## src/rtl/nubus_master_ctrl_pkg.sv

```systemverilog
// Shared NuBus master definitions: sequencer states, ACK status codes, strobe helpers.
// Latency: n/a (types and pure functions only).
// Backpressure: n/a.
package nubus_master_ctrl_pkg;

    typedef enum logic [2:0] {
        ST_IDLE,
        ST_ARB,
        ST_ADDR,
        ST_DATA,
        ST_DONE
    } mst_state_e;

    // Status codes as seen on the active-low lines {nub_tm1n, nub_tm0n} during ACK.
    localparam logic [1:0] TMN_COMPLETE      = 2'b11;
    localparam logic [1:0] TMN_ERROR         = 2'b10;
    localparam logic [1:0] TMN_TIMEOUT       = 2'b01;
    localparam logic [1:0] TMN_TRYAGAINLATER = 2'b00;

    // Word read, word write or a single byte write; everything else is rejected.
    function automatic logic strobe_legal(input logic [3:0] strb);
        case (strb)
            4'b0000, 4'b1111,
            4'b0001, 4'b0010, 4'b0100, 4'b1000: return 1'b1;
            default:                            return 1'b0;
        endcase
    endfunction

    // Byte lane carried in AD[1:0] of the address cycle; words use lane 0.
    function automatic logic [1:0] strobe_lane(input logic [3:0] strb);
        case (strb)
            4'b0010: return 2'b01;
            4'b0100: return 2'b10;
            4'b1000: return 2'b11;
            default: return 2'b00;
        endcase
    endfunction

endpackage

```

## src/rtl/nubus_wdt.sv

```systemverilog
// Watchdog counter: counts enabled cycles from zero, flags the all-ones count.
// Latency: expire_o is combinational on the registered count (same cycle).
// Backpressure: none; clr_i has priority over en_i.
//
// Ports: clkn_i (inverted clock, falling edge active), rst_ni (async, active-low),
//        clr_i (restart from 0), en_i (count this cycle), expire_o (count at max while enabled).
module nubus_wdt #(
    parameter int W = 8
) (
    input  logic clkn_i,
    input  logic rst_ni,
    input  logic clr_i,
    input  logic en_i,
    output logic expire_o
);

    logic [W-1:0] cnt_q;
    logic [W-1:0] cnt_d;

    always_comb begin
        cnt_d = cnt_q;
        if (clr_i) begin
            cnt_d = '0;
        end else if (en_i) begin
            cnt_d = cnt_q + W'(1);
        end
    end

    always_ff @(negedge clkn_i or negedge rst_ni) begin
        if (!rst_ni) begin
            cnt_q <= '0;
        end else begin
            cnt_q <= cnt_d;
        end
    end

    assign expire_o = en_i && (cnt_q == {W{1'b1}});

endmodule

```

## src/rtl/nubus_master_ctrl.sv

```systemverilog
// NuBus master sequencer: one CPU word/byte request -> arbitrate, address, data, status.
// Latency: 4 cycles minimum from cpu_valid sample to cpu_ready (immediate grant, first-cycle ACK).
// Backpressure: cpu_valid is held until the one-cycle cpu_ready pulse; own slave cycles defer arbitration.
//
// Ports: cpu_* local request/response; arb/grant external arbiter handshake; slv_slave own
//        slave activity; nub_* sampled bus lines; mst_* controls to nubus_driver (active-low
//        cycle strobes, mst_ad/mst_adoe true-polarity AD drive, mst_timeout watchdog pulse).
module nubus_master_ctrl
    import nubus_master_ctrl_pkg::*;
#(
    parameter int WDT_W     = 8,
    parameter int RETRY_MAX = 3
) (
    input  logic        nub_clkn,
    input  logic        nub_resetn,
    input  logic        cpu_valid,
    input  logic [31:0] cpu_addr,
    input  logic [31:0] cpu_wdata,
    input  logic [3:0]  cpu_write,
    output logic        cpu_ready,
    output logic [31:0] cpu_rdata,
    output logic        cpu_error,
    output logic        cpu_tryagain,
    output logic        arb,
    input  logic        grant,
    input  logic        slv_slave,
    input  logic        nub_ackn,
    input  logic        nub_tm1n,
    input  logic        nub_tm0n,
    input  logic [31:0] nub_adn,
    output logic        mst_arbcyn,
    output logic        mst_adrcyn,
    output logic        mst_dtacyn,
    output logic        mst_ownern,
    output logic        mst_lockedn,
    output logic        mst_tm1n,
    output logic        mst_tm0n,
    output logic        mst_timeout,
    output logic [31:0] mst_ad,
    output logic        mst_adoe
);

    localparam int RC_W = (RETRY_MAX < 1) ? 1 : $clog2(RETRY_MAX + 1);
    localparam logic [RC_W-1:0] RETRY_LIM = RC_W'(RETRY_MAX);

    mst_state_e      state_q, state_d;
    logic [29:0]     addr_q, addr_d;
    logic [31:0]     wdata_q, wdata_d;
    logic [3:0]      strb_q, strb_d;
    logic [RC_W-1:0] retry_q, retry_d;
    logic            err_q, err_d;
    logic            tryag_q, tryag_d;
    logic [31:0]     rdata_q, rdata_d;

    logic is_write;
    logic is_byte;
    logic wdt_en;
    logic wdt_expire;

    // The two low address bits are replaced by the byte lane in the address cycle.
    logic addr_lo_unused;
    assign addr_lo_unused = ^cpu_addr[1:0];

    assign is_write = (strb_q != 4'b0000);
    assign is_byte  = is_write && (strb_q != 4'b1111);

    // Watchdog runs only while waiting for ACK; any other state restarts it.
    assign wdt_en = (state_q == ST_DATA) && nub_ackn;

    nubus_wdt #(
        .W(WDT_W)
    ) u_wdt (
        .clkn_i  (nub_clkn),
        .rst_ni  (nub_resetn),
        .clr_i   (state_q != ST_DATA),
        .en_i    (wdt_en),
        .expire_o(wdt_expire)
    );

    always_comb begin
        state_d = state_q;
        addr_d  = addr_q;
        wdata_d = wdata_q;
        strb_d  = strb_q;
        retry_d = retry_q;
        err_d   = err_q;
        tryag_d = tryag_q;
        rdata_d = rdata_q;
        unique case (state_q)
            ST_IDLE: begin
                // A request arriving with our own slave cycle simply waits.
                if (cpu_valid && !slv_slave) begin
                    addr_d  = cpu_addr[31:2];
                    wdata_d = cpu_wdata;
                    strb_d  = cpu_write;
                    err_d   = 1'b0;
                    tryag_d = 1'b0;
                    if (strobe_legal(cpu_write)) begin
                        state_d = ST_ARB;
                    end else begin
                        err_d   = 1'b1;
                        state_d = ST_DONE;
                    end
                end
            end
            ST_ARB: begin
                // Slave activity pre-empts us; the latched request stays for the next try.
                if (slv_slave) begin
                    state_d = ST_IDLE;
                end else if (grant) begin
                    state_d = ST_ADDR;
                end
            end
            ST_ADDR: begin
                state_d = ST_DATA;
            end
            ST_DATA: begin
                if (!nub_ackn) begin
                    if (!is_write) begin
                        rdata_d = ~nub_adn;
                    end
                    case ({nub_tm1n, nub_tm0n})
                        TMN_COMPLETE: begin
                            state_d = ST_DONE;
                        end
                        TMN_ERROR, TMN_TIMEOUT: begin
                            err_d   = 1'b1;
                            state_d = ST_DONE;
                        end
                        default: begin
                            if (retry_q < RETRY_LIM) begin
                                retry_d = retry_q + RC_W'(1);
                                state_d = ST_ARB;
                            end else begin
                                tryag_d = 1'b1;
                                state_d = ST_DONE;
                            end
                        end
                    endcase
                end else if (wdt_expire) begin
                    err_d   = 1'b1;
                    state_d = ST_DONE;
                end
            end
            ST_DONE: begin
                retry_d = '0;
                state_d = ST_IDLE;
            end
            default: begin
                state_d = ST_IDLE;
            end
        endcase
    end

    always_ff @(negedge nub_clkn or negedge nub_resetn) begin
        if (!nub_resetn) begin
            state_q <= ST_IDLE;
            addr_q  <= '0;
            wdata_q <= '0;
            strb_q  <= '0;
            retry_q <= '0;
            err_q   <= 1'b0;
            tryag_q <= 1'b0;
            rdata_q <= '0;
        end else begin
            state_q <= state_d;
            addr_q  <= addr_d;
            wdata_q <= wdata_d;
            strb_q  <= strb_d;
            retry_q <= retry_d;
            err_q   <= err_d;
            tryag_q <= tryag_d;
            rdata_q <= rdata_d;
        end
    end

    // Bus controls decode directly from the state register, so an asynchronous
    // reset releases the bus in the same cycle.
    assign arb          = (state_q == ST_ARB);
    assign mst_arbcyn   = (state_q != ST_ARB);
    assign mst_adrcyn   = (state_q != ST_ADDR);
    assign mst_dtacyn   = (state_q != ST_DATA);
    assign mst_ownern   = !((state_q == ST_ADDR) || (state_q == ST_DATA));
    assign mst_lockedn  = 1'b1;
    assign mst_tm1n     = !((state_q == ST_ADDR) && is_write);
    assign mst_tm0n     = !((state_q == ST_ADDR) && is_byte);
    assign mst_timeout  = wdt_expire;

    // AD drive is gated by slv_slave combinationally so the two drivers never overlap.
    assign mst_adoe = ((state_q == ST_ADDR) || ((state_q == ST_DATA) && is_write)) && !slv_slave;

    always_comb begin
        mst_ad = 32'h0;
        if (state_q == ST_ADDR) begin
            mst_ad = {addr_q, strobe_lane(strb_q)};
        end else if ((state_q == ST_DATA) && is_write) begin
            mst_ad = wdata_q;
        end
    end

    assign cpu_ready    = (state_q == ST_DONE);
    assign cpu_error    = (state_q == ST_DONE) && err_q;
    assign cpu_tryagain = (state_q == ST_DONE) && tryag_q;
    assign cpu_rdata    = rdata_q;

endmodule
```

## config.mk

```make
export PLATFORM = sky130hd
export DESIGN_NAME = nubus_master_ctrl
export DESIGN_NICKNAME = d
export VERILOG_FILES = /design/src/rtl/nubus_master_ctrl_pkg.sv /design/src/rtl/nubus_wdt.sv /design/src/rtl/nubus_master_ctrl.sv
export SDC_FILE = /design/constraint.sdc
export NUM_CORES = 1
export LEC_CHECK = 0
export ABC_AREA = 1
export BUFFER_PORTS_ARGS = -buffer_cell sky130_fd_sc_hd__buf_2
export CORE_MARGIN = 1.5
export CORE_UTILIZATION = 45
export DETAILED_ROUTE_END_ITERATION = 10
export GPL_ROUTABILITY_DRIVEN = 0
export PLACE_DENSITY = 0.84
export SLEW_MARGIN = 10
export SYNTH_ARGS = -nofsm -noshare
export SYNTH_HDL_FRONTEND = slang
export SYNTH_SLANG_ARGS = --single-unit
```

## constraint.sdc

```tcl
create_clock -name nub_clkn -period 2.1 [get_ports nub_clkn]
set_input_delay 0.42 -clock nub_clkn [delete_from_list [all_inputs] [get_ports nub_clkn]]
set_output_delay 0.42 -clock nub_clkn [all_outputs]
set_load 0.005 [all_outputs]
```

==> flow_summary.yaml, run 1 <==
drt:
  wire_per_inst_um: 14.1
  firstDrtPassIters: 7
  first_iter_violations: 296
  drc_errors: 0
  vias: 5277
  routed_wl_um: 15300
  drtAntennaViolNets: 0
  viasPerCell: 4.87
die:
  initial_core_util: 0.458
  row_count: 39
  die_h_um: 110
  core_mm2: 0.0113
  dieWidth_um: 110
  dieArea_mm2: 0.0122
  num_io_pins: 185
setup_path:
  required_ns: 1.68
  cp_max_fo: 7
  crit_path_end_kind: "output port"
  criticalPathCategory: "flop to output port"
  start_kind: "flop"
  worstPathArrival_ns: 2.75
global_routing:
  grt_max_degree: 37
  grt_overflow: 0
  antenna_found_initial: 0
  met2_usage: 0.414
  grt_use_total: 0.245
  grt_pass1_wl_um: 22700
  grt.busiest_layer: "met2"
  use_met3: 0.0735
  grt_pass1_vias: 4984
  grt_use_met1: 0.300
placement:
  placedInstanceArea_mm2: 0.00689
  portBuffers: 181
  hpwlAfterDp_um: 9870
logic_synthesis:
  async_flop_share: 1.00
  yosysUniqueCellTypes: 28
  synth_area_per_cell_um2: 8.11
  ys_top_cells_by_area: "dfrtn_1 (55%), nand2_1 (24%), nand3_1 (4.2%)"
  netlist.area_leader.share: 0.546
  ys_ff_latch: 113
  syn-cell-area_mm2: 0.00518
  synth_edf_count: 0
  yosysWarnings: 0
  synth_top_flop_cell: "dfrtn_1"
  synthesis.nets: 750
  netlist_instances: 639
  synth_area_leader_cell: "dfrtn_1"
  ys_seq_area_frac: 0.546
sta:
  rsz0062_at_grt: "true"
  slew_viol_final: 0
  fin_hold_ws_ns: 0.424
  finalHoldViolCount: 0
  fin_skew_ns: 0.00641
  fin_ws_ns: -1.07
  setup_viol: 76
run_status:
  violations: "setup timing"
  outcome: "finished, violations left"
finish:
  layout_common_cells: "nand2_1 (305), buf_2 (175), dfrtn_1 (113)"
  regArea_mm2: 0.00283
  final_area_mm2: 0.00804
  area_growth_pct: 55.2
  final_util: 0.710
  diodes: 0
  layout-drive-gt1-share: 0.443
  final_common_cell: "nand2_1"
  fill_cells: 845
  multi_input_area_mm2: 0.00229
  nets: 1038
cts:
  clk_latency_ns: 0.38
  clockRootBuffer: "clkbuf_16"
  cts_tree: "yes"
  postCtsHoldBufs: 0
  cts_buffers: 17
  clock_sinks: 113
  clk_path_buf_depth: 2
  clkTransAtPathRegs_ns: 0.04
  htreeDepth: 4
pwr:
  powerDensity_mw_per_mm2: 1170
  leakage_uw: 0.00450
  vdd_drop_max_uv: 651
job:
  cap_violations: 0
hold_path:
  hold_class: "flop to flop"
worst max-delay path, cell delays in order, from the launching register on:
cell and delay, ns:
dfrtn_1 0.51, nand2_2 0.10, nor2_4 0.13, buf_12 0.15, buf_6 0.11, nand3_2 0.10, o31ai_4 0.07, buf_2 0.14
cell type report:
cell class                      count  share of cell area
Inverter                           30              0.0188
Multi-Input combinational cell    466               0.285
Tap cell                          143              0.0223
Clock inverter                     13              0.0173
Timing Repair Buffer              299               0.251
Clock buffer                       19              0.0538
Sequential cell                   113               0.352
Yosys cell counts (2+ instances only):
library cell and number:
inv_2 4, o21ai_2 17, a21oi_1 7, nand4_1 2
nand2_1 330, o31ai_1 3, dfrtn_1 113, buf_4 8
buf_2 12, o21ai_0 11, ha_1 3, clkbuf_1 5
inv_1 26, o21ai_1 16, nand3_4 2, buf_6 5
nor2_1 22, nand3_1 43
stage by stage:
| stage | total power (uW) | instances | TNS, ns | setup WS [ns] |
|---|---|---|---|---|
| finish | 9390 | 1083 | -52.05 | -1.07 |
| global route | 9990 | 1083 | -56.72 | -1.16 |
| CTS | 9200 | 1067 | -50.65 | -1.01 |
| detailed placement | 6100 | 1006 | -57.13 | -0.602 |
| global placement | 5990 | 1006 | -53.76 | -0.597 |
| floorplan | 4920 | 639 | -22.50 | -0.514 |
where the power goes:
| part | switching (uW) | internal, uW | total, uW |
|---|---|---|---|
| registers | 512 | 3030 | 3550 |
| logic | 1610 | 1460 | 3070 |
| clock network | 1030 | 1740 | 2770 |
state kept, by name (all words and copies together), names as in the netlist:
signal,cells
addr_q,30
err_q,1
retry_q,2
cpu_rdata,32
tryag_q,1
u_wdt.cnt_q,8
state_q,3
wdata_q,32
strb_q,4
metal layers:
layer	part of all wire	up-vias
li1	-	2589
met1	0.40	2477
met2	0.51	190
met3	0.067	21
met4	0.016	0
met5	0	-
path summary, 6_finish.rpt:
path | slack [ns] | depth (start not counted) | from | endpoint
worst max-delay path | -1.07 | 7 | state_q[0] | mst_ad[1]
worst min-delay path | 0.42 | 2 | addr_q[7] | addr_q[7]
worst max register to register | 0.08 | 10 | state_q[0] | cpu_rdata[6]
worst min register to register | 0.42 | 2 | addr_q[7] | addr_q[7]
max in group asynchronous | 0.74 | 2 | nub_resetn | u_wdt.cnt_q[3]
min in group asynchronous | 0.85 | 1 | nub_resetn | cpu_rdata[19]
kinds of logic (layout without fill, tap and decap cells):
group	after synthesis	after routing	synth area share
AND/OR/NAND/NOR	404	404	0.315
flip-flops	113	113	0.546
buffers and inverters	60	361	0.0594
AO/OA/AOI/OAI	57	57	0.0703
adder cells (fa/ha/maj)	3	3	0.00725
other	1	1	0.000724
XOR/XNOR	1	1	0.00169
what timing repair did:
item	in CTS	in global routing
pin swaps	4	10
gates cloned	1	4
setup buffers	30	16
endpoints found under the setup margin	79	80
gates resized for setup	19	32
(Power assumes the default switching activity.)
==> run 2: changes to the inputs <==
Settings changed: ABC_AREA 1 to unset, PLACE_DENSITY 0.84 to 0.85.
==> run 2 against run 1 <==
Effect of this change:
- the run still ends with setup timing left
- clock power about the same
- clock skew rose by 0.0021 ns
- synthesized cell count shrank 38%
- combinational power up 77%
- final area increased by 0.81%
- non-clock buffer count is 5 lower
- first-iteration DRC count shrank 41%
- routed wire length up 4.7%
- power rose by 29%
==> flow_summary.yaml, run 2 <==
run_status:
  outcome: "finished, violations left"
  violations: "setup timing"
global_routing:
  grt_use_total: 0.278
  antenna_found_initial: 0
  grt_pass1_wl_um: 23900
  grt_max_degree: 64
  grt_pass1_vias: 4738
  grt_overflow: 0
setup_path:
  worstPathArrival_ns: 2.93
  criticalPathCategory: "flop to output port"
  cp_max_fo: 4
  worst_path_largest_cell_delay_ns: 0.50
  path_buf_inv: 2
  start_kind: "flop"
  crit_path_end_kind: "output port"
  rrSetupSlack_ns: -0.06
  cp_top_family: "flip-flops"
  path_cells: "nor4_4 > buf_4 > or3_4 > a41o_1 > buf_2"
  required_ns: 1.68
  critical-path-slowest-cell: "dfrtn_1"
sta:
  slew_viol_final: 0
  rsz0062_at_grt: "true"
  finalHoldViolCount: 0
  fin_hold_ws_ns: 0.428
  finalSetupTns_ns: -72.50
  fin_skew_ns: 0.00846
  fin_ws_ns: -1.25
  setup_viol: 146
finish:
  diodes: 0
  regArea_mm2: 0.00283
  final_util: 0.751
  layout-drive-gt1-share: 0.615
  fill_cells: 638
  area_growth_pct: 64.0
  multi_input_area_mm2: 0.00230
  layout_common_cells: "buf_2 (170), dfrtn_1 (113), buf_4 (79)"
  nets: 792
  final_common_cell: "buf_2"
logic_synthesis:
  yosysUniqueCellTypes: 46
  yosysWarnings: 0
  synth_compound_area_frac: 0.123
  muxShareOfSynthArea: 0.159
  async_flop_share: 1.00
  synth_top_family_by_area: "multiplexers"
  ys_top_cells_by_area: "dfrtn_1 (57%), mux2_2 (13%), a22o_1 (5.3%)"
  synthTopCellsByCount: "dfrtn_1 (113), mux2_2 (58), nand2_1 (38)"
  netlist.area_leader.share: 0.572
  synth_top_flop_cell: "dfrtn_1"
  synth_area_leader_cell: "dfrtn_1"
  synth_simple_gate_area_frac: 0.0874
  ys_seq_area_frac: 0.572
  post-synth-top-count-cell: "dfrtn_1"
  synth_xor_area_frac: 0.0106
  synth_edf_count: 0
  synthAdderAreaFrac: 0.00760
  synth_area_per_cell_um2: 12.5
  netlist_instances: 395
  syn-cell-area_mm2: 0.00494
  ys_ff_latch: 113
  synthesis.nets: 506
cts:
  cts_tree: "yes"
  clk_latency_ns: 0.45
  cts_buffers: 17
  htreeDepth: 4
  clockRootBuffer: "clkbuf_8"
  clk_path_buf_depth: 2
  postCtsHoldBufs: 0
  clock_sinks: 113
  clkTransAtPathRegs_ns: 0.04
drt:
  drtAntennaViolNets: 0
  routed_wl_um: 16000
  viasPerCell: 5.37
  first_iter_violations: 174
  firstDrtPassIters: 4
  wire_per_inst_um: 19.3
  drc_errors: 0
  vias: 4459
die:
  core_mm2: 0.0108
  die_h_um: 108
  dieArea_mm2: 0.0116
  dieWidth_um: 108
  row_count: 38
  num_io_pins: 185
  initial_core_util: 0.458
placement:
  hpwlAfterDp_um: 9370
  post-place-ws_ns: -0.776
  portBuffers: 181
pwr:
  powerDensity_mw_per_mm2: 1500
  vdd_drop_max_uv: 944
  leakage_uw: 0.00410
  finalPower_uw: 12100
hold_path:
  hold_class: "flop to flop"
job:
  cap_violations: 0
run 2: changes by cell type in the layout (fill, tap and decap cells not counted), moves of 8 or more:
cell,delta
nand2_1,-269
mux2_4,+66
a22o_1,+29
nand3_1,-27
buf_4,-20
nand2_2,-20
inv_1,-17
o21ai_2,-16
nand3_2,-13
o21ai_1,+11
buf_8,+8
run 2: final timing paths:
path	from	endpoint	cells after the start
max reg2reg	state_q[0]	strb_q[2]	10
max	strb_q[1]	mst_tm0n	5
min	cpu_rdata[28]	cpu_rdata[28]	2
min in group asynchronous	nub_resetn	wdata_q[2]	1
max in group asynchronous	nub_resetn	cpu_rdata[20]	2
min reg2reg	cpu_rdata[28]	cpu_rdata[28]	2
run 2: cell type report:
class	count	share of cell area
Timing Repair Buffer	294	0.270
Multi-Input combinational cell	248	0.283
Tap cell	140	0.0216
Sequential cell	113	0.349
Clock inverter	6	0.00988
Inverter	7	0.00633
Clock buffer	23	0.0600
run 2: logic make-up after synthesis:
| kind of cell | count (synthesis) |
|---|---|
| flops | 113 |
| compound gates | 85 |
| fa+ha+maj | 3 |
| other cells | 1 |
| mux | 67 |
| buf+inv | 34 |
| simple gates | 86 |
| xor+xnor | 6 |
run 2: layer usage:
metal	up-vias	GRT usage	routed length (um)
li1	1998	-	-
met1	2217	0.304	5980
met2	205	0.508	8700
met3	39	0.0696	928
met4	0	0.117	425
met5	-	0	0
run 2: stage by stage:
stage,cell area (um^2),instances
floorplan,5350,395
global placement,6830,764
detailed placement,6830,764
CTS,8050,827
global route,8110,831
finish,8110,831
run 2: power breakdown:
group          total, uW  leakage, uW  internal (uW)  switching, uW
clock               2740     0.000285           1810            923
sequential          3970      0.00141           3280            688
combinational       5420      0.00240           3290           2130
run 2: timing repair:
action / in CTS / in global routing
pin swaps: 13 / 21
endpoints found under the setup margin: 145 / 148
resized for setup: 52 / 33
buffers inserted: 30 / 12
gates cloned: 7 / 0
run 2: tightest hold or removal path, delay by kind of cell, from the launching register on:
kind,cells,cell delay [ns]
AND/OR/NAND/NOR,1,0.05
AO/OA/AOI/OAI,1,0.06
flip-flops,1,0.40
==> run 3: changes to the inputs <==
Settings changed: RECOVER_POWER set to 25, SYNTH_HIERARCHICAL set to 1.
==> run 3 against run 2 <==
Effect of this change:
- the run still ends with setup timing left
- non-clock buffer count is 58 higher
- clock skew grew 0.00077 ns
- cell count grew 7.7%
- core utilization grew 7.5 points
- first-iteration DRC count rose by 64%
- critical path type unchanged
==> flow_summary.yaml, run 3 <==
logic_synthesis:
  ys_top_cells_by_area: "dfrtn_1 (56%), mux2_2 (15%), o21ai_2 (5.5%)"
  async_flop_share: 1.00
  post-synth-top-count-cell: "dfrtn_1"
  synth_xor_area_frac: 0.0104
  synthesis.nets: 509
  synthTopCellsByCount: "dfrtn_1 (113), mux2_2 (66), nand2_1 (39)"
  yosysWarnings: 6
  synth_compound_area_frac: 0.145
  syn-cell-area_mm2: 0.00505
  synthAdderAreaFrac: 0.0114
  yosysUniqueCellTypes: 46
  synth_top_family_by_area: "multiplexers"
  ys_ff_latch: 113
  ys_seq_area_frac: 0.560
  synth_simple_gate_area_frac: 0.0775
  synth_edf_count: 0
  synth_top_flop_cell: "dfrtn_1"
  muxShareOfSynthArea: 0.153
  netlist_instances: 398
  synth_area_per_cell_um2: 12.7
  netlist.area_leader.share: 0.560
  synth_area_leader_cell: "dfrtn_1"
drt:
  vias: 4801
  firstDrtPassIters: 4
  routed_wl_um: 18100
  wire_per_inst_um: 20.3
  first_iter_violations: 286
  drc_errors: 0
  viasPerCell: 5.36
  drtAntennaViolNets: 0
cts:
  clk_latency_ns: 0.45
  postCtsHoldBufs: 0
  cts_buffers: 17
  cts_tree: "yes"
  clock_sinks: 113
  clk_path_buf_depth: 2
  clkTransAtPathRegs_ns: 0.04
  htreeDepth: 4
  clockRootBuffer: "clkbuf_8"
finish:
  regArea_mm2: 0.00283
  final_common_cell: "buf_2"
  multi_input_area_mm2: 0.00267
  nets: 853
  layout_common_cells: "buf_2 (173), buf_4 (114), dfrtn_1 (113)"
  layout-drive-gt1-share: 0.729
  final_util: 0.826
  final_area_mm2: 0.00899
  fill_cells: 563
  area_growth_pct: 78.0
  instances_no_fill: 895
setup_path:
  r2r_start: "strb_q[1]"
  criticalPathCategory: "flop to output port"
  required_ns: 1.68
  crit_path_end_kind: "output port"
  cp-startpoint: "strb_q[1]"
  rrSetupSlack_ns: -0.10
  worstPathArrival_ns: 3.10
  start_kind: "flop"
  cp_max_fo: 6
global_routing:
  grt_pass1_vias: 5143
  antenna_found_initial: 1
  grt_overflow: 0
  grt_pass1_wl_um: 26800
  grt_max_degree: 37
  grt_use_total: 0.307
sta:
  fin_ws_ns: -1.42
  fin_hold_ws_ns: 0.460
  finalHoldViolCount: 0
  setup_viol: 178
  relSlewSlack: 0.151
  finalSetupTns_ns: -86.70
  worstMarginPinSlew_ns: 1.27
  rsz0062_at_grt: "true"
  fin_skew_ns: 0.00923
  slew_viol_final: 0
pwr:
  vdd_drop_max_uv: 815
  leakage_uw: 0.00452
  powerDensity_mw_per_mm2: 1330
placement:
  hpwlAfterDp_um: 10300
  portBuffers: 181
  placedInstanceArea_mm2: 0.00717
  placed_cells: 779
hold_path:
  hold_start: "cpu_rdata[7]"
  hold_class: "flop to flop"
die:
  core_mm2: 0.0109
  dieWidth_um: 109
  die_h_um: 109
  row_count: 38
  dieArea_mm2: 0.0119
  initial_core_util: 0.464
  num_io_pins: 185
run_status:
  outcome: "finished, violations left"
  violations: "setup timing"
job:
  cap_violations: 0
==> run 3: worst paths after layout <==
| kind | to | cells past startpoint |
|---|---|---|
| setup / recovery | mst_ad[24] | 5 |
| hold / removal | cpu_rdata[7] | 2 |
| setup reg to reg | cpu_rdata[18] | 8 |
| hold reg to reg | cpu_rdata[7] | 2 |
| max in group asynchronous | tryag_q | 2 |
| min in group asynchronous | addr_q[6] | 1 |
==> run 3: layout make-up <==
cell class	count	share of cell area
sequential	113	0.315
multi-input combinational	250	0.297
clock buffer	20	0.0484
inverter	8	0.00640
antenna	1	0.000278
clock inverter	11	0.00752
timing repair buffer	352	0.306
tap	140	0.0195
==> run 3: cells by family (layout without fill, tap and decap cells) <==
kind of cell,Yosys count,after routing
AND/OR/NAND/NOR,81,81
XOR/XNOR,6,6
buffers and inverters,35,391
multiplexers,69,69
adder cells (fa/ha/maj),5,5
AO/OA/AOI/OAI,88,88
flip-flops,113,113
other,1,2
==> run 3: report_power, final <==
| part | total (uW) | internal [uW] | leakage, uW | switching [uW] |
|---|---|---|---|---|
| Clock | 2460 | 1450 | 0.000238 | 1010 |
| Sequential | 3910 | 3220 | 0.00139 | 688 |
| Combinational | 5580 | 3480 | 0.00289 | 2110 |
==> run 3: worst max-delay path: stages, from the launching register on <==
cell and delay, ns:
dfrtn_1 0.35, or4_4 0.55, nor2b_4 0.19, clkbuf_16 0.18
a22o_1 0.19, buf_2 0.13
==> run 3: stage by stage <==
stage,power (uW),setup WS (ns)
after global placement,7720,-0.927
after detailed placement,7950,-0.977
after floorplan,6210,-0.891
after CTS,11600,-1.37
after global routing,12500,-1.45
final,12000,-1.42
==> run 3: routing by layer <==
metal | track usage | wire (um)
met1 | 0.335 | 6840
met2 | 0.546 | 9570
met3 | 0.0735 | 1060
met4 | 0.164 | 668
met5 | 0 | 0
==> run 3: repair_timing <==
item                       in CTS  in global routing
pin swaps                      14                 15
gates cloned                   13                  1
setup buffers                  59                 26
setup endpoints to repair     179                181
gates resized for setup        99                 32
